$ cat config.mk
export PLATFORM = sky130hd
export DESIGN_NAME = display_channel_scheduler
export DESIGN_NICKNAME = d
export VERILOG_FILES = /design/src/rtl/display_channel_scheduler.sv
export SDC_FILE = /design/constraint.sdc
export NUM_CORES = 1
export LEC_CHECK = 0
export ABC_AREA = 1
export CAP_MARGIN = 20
export CORE_MARGIN = 5
export CORE_UTILIZATION = 35
export CTS_BUF_LIST = sky130_fd_sc_hd__clkbuf_8 sky130_fd_sc_hd__clkbuf_16
export DETAILED_ROUTE_END_ITERATION = 10
export GPL_TIMING_DRIVEN = 0
export PLACE_DENSITY = 0.56
export RECOVER_POWER = 25
export REMOVE_ABC_BUFFERS = 1
export SYNTH_ARGS = -nofsm -noshare
export SYNTH_HDL_FRONTEND = slang
export SYNTH_SLANG_ARGS = --single-unit
$ cat constraint.sdc
create_clock -name clk -period 4.3 [get_ports clk]
set_clock_uncertainty 0.05 [all_clocks]
set_input_delay 0.86 -clock clk [delete_from_list [all_inputs] [get_ports clk]]
set_output_delay 0.86 -clock clk [all_outputs]
set_load 0.02 [all_outputs]
$ cat src/rtl/display_channel_scheduler.sv
`default_nettype none
// ============================================================================
// Module      : display_channel_scheduler
// Description : Round-robin time-sharing of one display among N_CH sources,
//               with a minimum dwell per grant and an early release path.
// Revision    : 1.0 - initial release
// ============================================================================
module display_channel_scheduler #(
  parameter int N_CH         = 4,
  parameter int W            = 8,
  parameter int DWELL_CYCLES = 100000000
) (
  input  logic              clk,
  input  logic              reset,
  input  logic [N_CH-1:0]   req,
  input  logic [N_CH*W-1:0] values,
  input  logic              hold,
  output logic [W-1:0]      value_out,
  output logic [N_CH-1:0]   grant,
  output logic              active,
  output logic              switch_pulse
);

  localparam int c_ptr_w = $clog2(N_CH);
  localparam int c_cnt_w = $clog2(DWELL_CYCLES);
  localparam logic [c_cnt_w-1:0] c_load    = c_cnt_w'(DWELL_CYCLES - 1);
  localparam logic [c_ptr_w-1:0] c_ptr_rst = c_ptr_w'(N_CH - 1);

  typedef enum logic [0:0] {
    ST_IDLE = 1'b0,
    ST_SHOW = 1'b1
  } state_t;

  state_t              r_state, w_state_nxt;
  logic [c_ptr_w-1:0]  r_ptr, w_ptr_nxt;
  logic [N_CH-1:0]     r_grant, w_grant_nxt;
  logic [c_cnt_w-1:0]  r_cnt, w_cnt_nxt;
  logic [W-1:0]        r_value, w_value_nxt;
  logic                r_active, r_pulse, w_pulse_nxt;

  logic                w_found, w_take, w_cur_req;
  logic [c_ptr_w-1:0]  w_win;
  logic [c_ptr_w:0]    w_sum;
  logic [W-1:0]        w_cur_val, w_win_val;

  // Search starts just after the last winner, so the current owner is
  // considered last and wins only when nobody else is asking.
  always_comb begin
    w_found = 1'b0;
    w_win   = '0;
    w_sum   = '0;
    for (int k = 1; k <= N_CH; k++) begin
      w_sum = {1'b0, r_ptr} + (c_ptr_w + 1)'(k);
      if (w_sum >= (c_ptr_w + 1)'(N_CH)) begin
        w_sum = w_sum - (c_ptr_w + 1)'(N_CH);
      end
      if (!w_found && req[w_sum[c_ptr_w-1:0]]) begin
        w_found = 1'b1;
        w_win   = w_sum[c_ptr_w-1:0];
      end
    end
  end

  assign w_cur_req = |(req & r_grant);
  assign w_cur_val = values[r_ptr*W +: W];
  assign w_win_val = values[w_win*W +: W];

  always_comb begin
    w_state_nxt = r_state;
    w_ptr_nxt   = r_ptr;
    w_grant_nxt = r_grant;
    w_cnt_nxt   = r_cnt;
    w_value_nxt = r_value;
    w_pulse_nxt = 1'b0;
    w_take      = 1'b0;
    case (r_state)
      ST_IDLE: begin
        if (w_found) w_take = 1'b1;
      end
      ST_SHOW: begin
        if (!w_cur_req) begin
          if (w_found) begin
            w_take = 1'b1;
          end else begin
            w_state_nxt = ST_IDLE;
            w_grant_nxt = '0;
            w_value_nxt = '0;
          end
        end else if (r_cnt == '0 && !hold) begin
          // Expiry with no competitor: keep the owner and restart the dwell.
          if (w_win != r_ptr) begin
            w_take = 1'b1;
          end else begin
            w_cnt_nxt   = c_load;
            w_value_nxt = w_cur_val;
          end
        end else begin
          if (!hold && r_cnt != '0) w_cnt_nxt = r_cnt - c_cnt_w'(1);
          w_value_nxt = w_cur_val;
        end
      end
      default: begin
        w_state_nxt = ST_IDLE;
        w_grant_nxt = '0;
        w_value_nxt = '0;
      end
    endcase
    if (w_take) begin
      w_state_nxt = ST_SHOW;
      w_ptr_nxt   = w_win;
      w_grant_nxt = N_CH'(1) << w_win;
      w_cnt_nxt   = c_load;
      w_value_nxt = w_win_val;
      w_pulse_nxt = 1'b1;
    end
  end

  always_ff @(posedge clk) begin
    if (reset) begin
      r_state  <= ST_IDLE;
      r_ptr    <= c_ptr_rst;
      r_grant  <= '0;
      r_cnt    <= '0;
      r_value  <= '0;
      r_active <= 1'b0;
      r_pulse  <= 1'b0;
    end else begin
      r_state  <= w_state_nxt;
      r_ptr    <= w_ptr_nxt;
      r_grant  <= w_grant_nxt;
      r_cnt    <= w_cnt_nxt;
      r_value  <= w_value_nxt;
      r_active <= (w_state_nxt == ST_SHOW);
      r_pulse  <= w_pulse_nxt;
    end
  end

  assign value_out    = r_value;
  assign grant        = r_grant;
  assign active       = r_active;
  assign switch_pulse = r_pulse;

endmodule
`default_nettype wire
==> results.txt, run 1 <==
status: completed
cell with the most instances after synthesis: nand2_1
total core area: 0.00920 mm²
register bit total from synthesis: 43
fillers: 983
Tot Pwr: 2510 µW
worst path cell trace: clkdlybuf4s50_1, inv_1, nand2_1, nand3_1, nand2_1, nor2_4, nand2_2, inv_2, nand3_2, nand2_1, nand2_1, nand2_1, nand2_1, nand2_1, nand2_1, nand3_1, nand2_1, inv_1
Top delay family on crit path: simple AND/OR/NAND/NOR gates
clk slew on worst S/H paths: 100 ps
leading area contributor after synthesis: dfxtp_1
root buf cell: clkbuf_8
Peak Freq: 289 MHz
H-tree Lvls: 2
WL final: 9.40 mm
violation count after the first detailed-route iteration: 213
CTS tree: built
Max Cap Viol: 0
Total Die Area: 0.0114 mm²
Total GRT Usage: 16.7%
die height: 107 µm
dpl hpwl: 7.05 mm
number of global-route vias before repair: 3356
synthesized instance count: 559
RSZ-0062 raised after global routing: no
postcts setup bufs: 0
critical path capture point type: register
final setup margin: 839 ps
Tightest Pin Transition: 850 ps
Pwr Density: 639 mW/mm²
Max Root-Sink Buffers: 2
TNS Setup: 0 ps
Critical Path Max Stage Delay: 700 ps
Yosys warnings: 0
synth top area cells: dfxtp_1 (26%), nand2_1 (19%), nand3_1 (13%)
post-cts resize count: 0
sequential area share after synthesis: 26.3%
min cycle time layout: 3460 ps
most used cell, CP: nand2_1
Post-synth top cells: nand2_1 (168), nand3_1 (87), inv_1 (69)
Vias per Instance: 4.98
CP arrival: 3660 ps
critical path fanouts, max: 20
Cell Area, Synth: 0.00327 mm²
Worst path slowest cell: nand2_1
num rows: 35
critical path class: in -> reg
Port Buffers: 52
endpoints failing setup: 0
DRC viols: 0
I/O pins: 53
Detailed Routing Iterations Pass 1: 5
Post-synth EDFFs: 0
post-synth cell types: 38
Initial Utilization: 35.6%
# diodes: 0
WP buf/inv: 4
Area growth syn-to-layout: 20.2%
Slew HR: 43.3%
CTS buffer count: 5
CP Launch Type: input pin
layout cells sized above 1: 5.65%
fin. max-slew vios: 0
# hold bufs at CTS: 0
Die Wd: 107 µm
path type of the worst min-delay path: reg -> reg
antenna violations before repair: 0
via count: 3549
first-pass GRT wire length: 15.9 mm
syn_area_per_cell: 5.85 µm²
drt wl/cell: 13.2 µm
layout net count: 642
VDD IR max: 0.242 mV
# clock sinks: 43
Synth async-reset ratio: 0%
count of final hold-check violations: 0
Clock Latency Late Sink: 310 ps
CP required: 4500 ps
remaining antenna violation count: 0
Yosys top cell area share: 26.3%
Pleak: 0.00196 µW
GRT overflow: 0
global placement routability congestion: 0.855
Final Cycle Share: 80.5%
largest net degree at the start of global routing: 25
Top FF cell, synth: dfxtp_1
Post-Place Worst Slack: 571 ps
-- logic make-up after synthesis --
group	synth area share [%]
AOI/OAI and AO/OA	12.3
xor gates and xnor gates	2.94
adders and majority gates	0.765
buffers and inverters	11.7
DFF	26.3
and+or+nand+nor	46.0
-- worst paths after layout --
check / from / end / slack [ps] / depth (start not counted)
max: req[3] / value_out[2] / 840 / 18
min: r_cnt[25] / r_cnt[25] / 450 / 2
max reg2reg: r_ptr[0] / value_out[2] / 850 / 18
min reg2reg: r_cnt[25] / r_cnt[25] / 450 / 2
-- layer usage --
metal  part of all wire, %  global-route usage (%)  wire (µm)
met1                    48                    21.5       4530
met2                    46                    29.0       4350
met3                   4.4                    2.47        413
met4                   1.2                    4.66        116
met5                     0                       0          0
-- placed cells by master (no fill, tap or decap), types with 7 or more instances in the layout --
master           instances
nand2_1                168
xor2_1                   7
dlygate4sd3_1           14
nand4_1                  9
clkdlybuf4s50_1         38
nor2_1                  52
a21oi_1                 25
o21ai_1                 13
nand2_2                  8
dfxtp_1                 43
o21ai_0                 10
nand3_1                 87
inv_1                   69
a22oi_1                  8
-- sequential cells by signal (all words and copies together) (netlist names) --
signal and cells:
r_cnt 27, value_out 8, grant 4, r_ptr 2, active 1, switch_pulse 1
-- through the flow --
stage	hold slack (ps)	cells	instance area [µm²]	utilization, %
3_3_place_gp	429	704	3830	41.7
6_report	455	713	3930	42.7
5_1_grt	487	713	3930	42.7
4_1_cts	455	713	3930	42.7
3_5_place_dp	438	705	3840	41.7
2_1_floorplan	416	541	3170	-
-- final cells by class --
cell class | count | area [µm²] | area share, %
Multi-Input combinational cell | 423 | 2030 | 51.6
Sequential cell | 43 | 861 | 21.9
Timing Repair Buffer | 53 | 526 | 13.4
Inverter | 75 | 284 | 7.22
Tap cell | 111 | 139 | 3.53
Clock buffer | 5 | 68.8 | 1.75
Clock inverter | 3 | 23.8 | 0.605
-- power by group --
part / internal (µW) / switching, µW / total [µW]
logic: 545 / 1080 / 1620
clock network: 116 / 159 / 276
registers: 499 / 116 / 615
-- worst min-delay path, delay by kind of cell, from the launching register on --
family             cells  cell delay, ps
DFF                    1             350
AOI/OAI and AO/OA      1              50
and+or+nand+nor        1              70
Note: power is estimated with default switching activity, not from simulation.
==> inputs of run 2 (changes only) <==
==> constraint.sdc (replaced) <==
create_clock -name clk -period 3.6 [get_ports clk]
set_clock_uncertainty 0.05 [all_clocks]
set_input_delay 0.72 -clock clk [delete_from_list [all_inputs] [get_ports clk]]
set_output_delay 0.72 -clock clk [all_outputs]
set_load 0.02 [all_outputs]
==> run 2 against run 1 <==
  * Critical path depth down 4
  * Register-to-register slack worse by 500 ps
  * Power rose by 20%
  * Sequential share of layout area about the same
  * Non-clock buffer count stayed put
  * Flip-flop and latch count did not move
  * Count of clock-buffer cells in the layout stayed put
  * Core utilization barely moved
  * Clock power rose by 19%
  * Largest cell class unchanged
==> results.txt, run 2 (synthesis gave the netlist of run 1 again) <==
num rows: 35
CP arrival: 3440 ps
Port Buffers: 52
critical path capture point type: register
critical path class: reg -> reg
drt wl/cell: 13.2 µm
most common cell after layout, fill and taps aside: nand2_1
fillers: 983
Area growth syn-to-layout: 20.3%
Hold WS: 455 ps
most used cell, CP: nand2_1
Peak Freq: 308 MHz
root buf cell: clkbuf_8
first-pass GRT wire length: 15.9 mm
Pwr Density: 763 mW/mm²
Total Die Area: 0.0114 mm²
I/O pins: 53
Clock Latency Late Sink: 310 ps
violation count after the first detailed-route iteration: 215
H-tree Lvls: 2
worst path cell trace: inv_4, nand2_1, nand2_1, nand2_2, nand2_4, nor2_4, nand2_2, nor2_1, inv_1, o21ai_2, nor2_4, inv_2, nand2_1, a21oi_1
most frequent cells in the layout: nand2_1 (167), nand3_1 (87), inv_1 (69)
Slew HR: 44.8%
Hold Path Origin: r_cnt[25]
Vias per Instance: 5.01
Initial Utilization: 35.6%
fin. max-slew vios: 0
postcts setup bufs: 0
status: completed
CTS tree: built
RSZ-0062 raised after global routing: no
layout net count: 642
remaining antenna violation count: 0
layout cells sized above 1: 5.98%
Tightest Pin Transition: 828 ps
path type of the worst min-delay path: reg -> reg
Worst path slowest cell: dfxtp_1
Largest Register: r_cnt
Largest register FFs: 27
total core area: 0.00920 mm²
# diodes: 0
# clock sinks: 43
largest net degree at the start of global routing: 25
Detailed Routing Iterations Pass 1: 5
min cycle time layout: 3250 ps
antenna violations before repair: 0
TNS Setup: 0 ps
CTS buffer count: 5
Hold Path Depth: 2
GRT overflow: 0
# hold bufs at CTS: 0
clk slew on worst S/H paths: 100 ps
Max Root-Sink Buffers: 2
Critical Path Max Stage Delay: 810 ps
Min-Delay Endpoint: r_cnt[25]
Final Cycle Share: 90.2%
DRC viols: 0
CP required: 3790 ps
VDD IR max: 0.296 mV
critical path fanouts, max: 22
WL final: 9.44 mm
endpoints failing setup: 0
Max Cap Viol: 0
via count: 3572
dpl hpwl: 7.05 mm
Worst Reg-to-Reg Cells: 14
CP Launch Type: register
reg2reg setup slack: 350 ps
FF-to-FF Start: r_ptr[0]
count of final hold-check violations: 0
RR Endpoint: r_cnt[9]
post-cts resize count: 0
Die Wd: 107 µm
die height: 107 µm
global placement routability congestion: 0.855
Pleak: 0.00196 µW
number of global-route vias before repair: 3356
Total GRT Usage: 16.7%
run 2: layout make-up:
type / count / area, µm² / area share (%)
inverter: 75 / 284 / 7.22
timing repair buffer: 53 / 526 / 13.4
sequential: 43 / 862 / 21.9
clock inverter: 3 / 23.8 / 0.604
multi-input combinational: 423 / 2030 / 51.6
clock buffer: 5 / 68.8 / 1.75
tap: 111 / 139 / 3.53
run 2: worst max path at each step:
| stage | slack [ps] | startpoint | to |
|---|---|---|---|
| floorplan | 720 | r_ptr[1] | value_out[0] |
| global placement | -490 | req[3] | value_out[2] |
| detailed placement | 10 | req[3] | value_out[2] |
| CTS | 170 | r_ptr[0] | value_out[2] |
| global route | 10 | r_ptr[0] | r_cnt[14] |
| finish | 350 | r_ptr[0] | r_cnt[9] |
run 2: worst max-delay path, delay by kind of cell, from the launching register on:
kind	cells	cell delay (ps)
simple gates	9	1080
compound gates	2	480
flops	1	810
buf+inv	3	730
run 2: report_power, final:
| part | leakage (µW) | total (µW) | switching [µW] | internal, µW |
|---|---|---|---|---|
| clock network | 0.0000408 | 328 | 189 | 139 |
| logic | 0.00156 | 1940 | 1290 | 649 |
| registers | 0.000357 | 736 | 138 | 597 |
| total | 0.00196 | 3000 | 1620 | 1390 |
run 2: metal layers:
metal	wire length [µm]	share of wire (%)	vias to the layer above	global-route usage, %
li1	-	-	1884	-
met1	4480	47	1571	21.5
met2	4320	46	105	29.0
met3	514	5.4	12	2.47
met4	116	1.2	0	4.66
met5	0	0	-	0
run 2: per-stage QoR:
stage / utilization, % / setup slack [ps] / power, µW / instance area (µm²) / instances
after floorplan: - / 724 / 2140 / 3170 / 541
after global placement: 41.7 / -493 / 2680 / 3830 / 704
after detailed placement: 41.7 / 10.7 / 2690 / 3840 / 705
after CTS: 42.7 / 173 / 3030 / 3930 / 713
after global routing: 42.8 / 11.6 / 3340 / 3940 / 713
final: 42.8 / 354 / 3000 / 3940 / 713
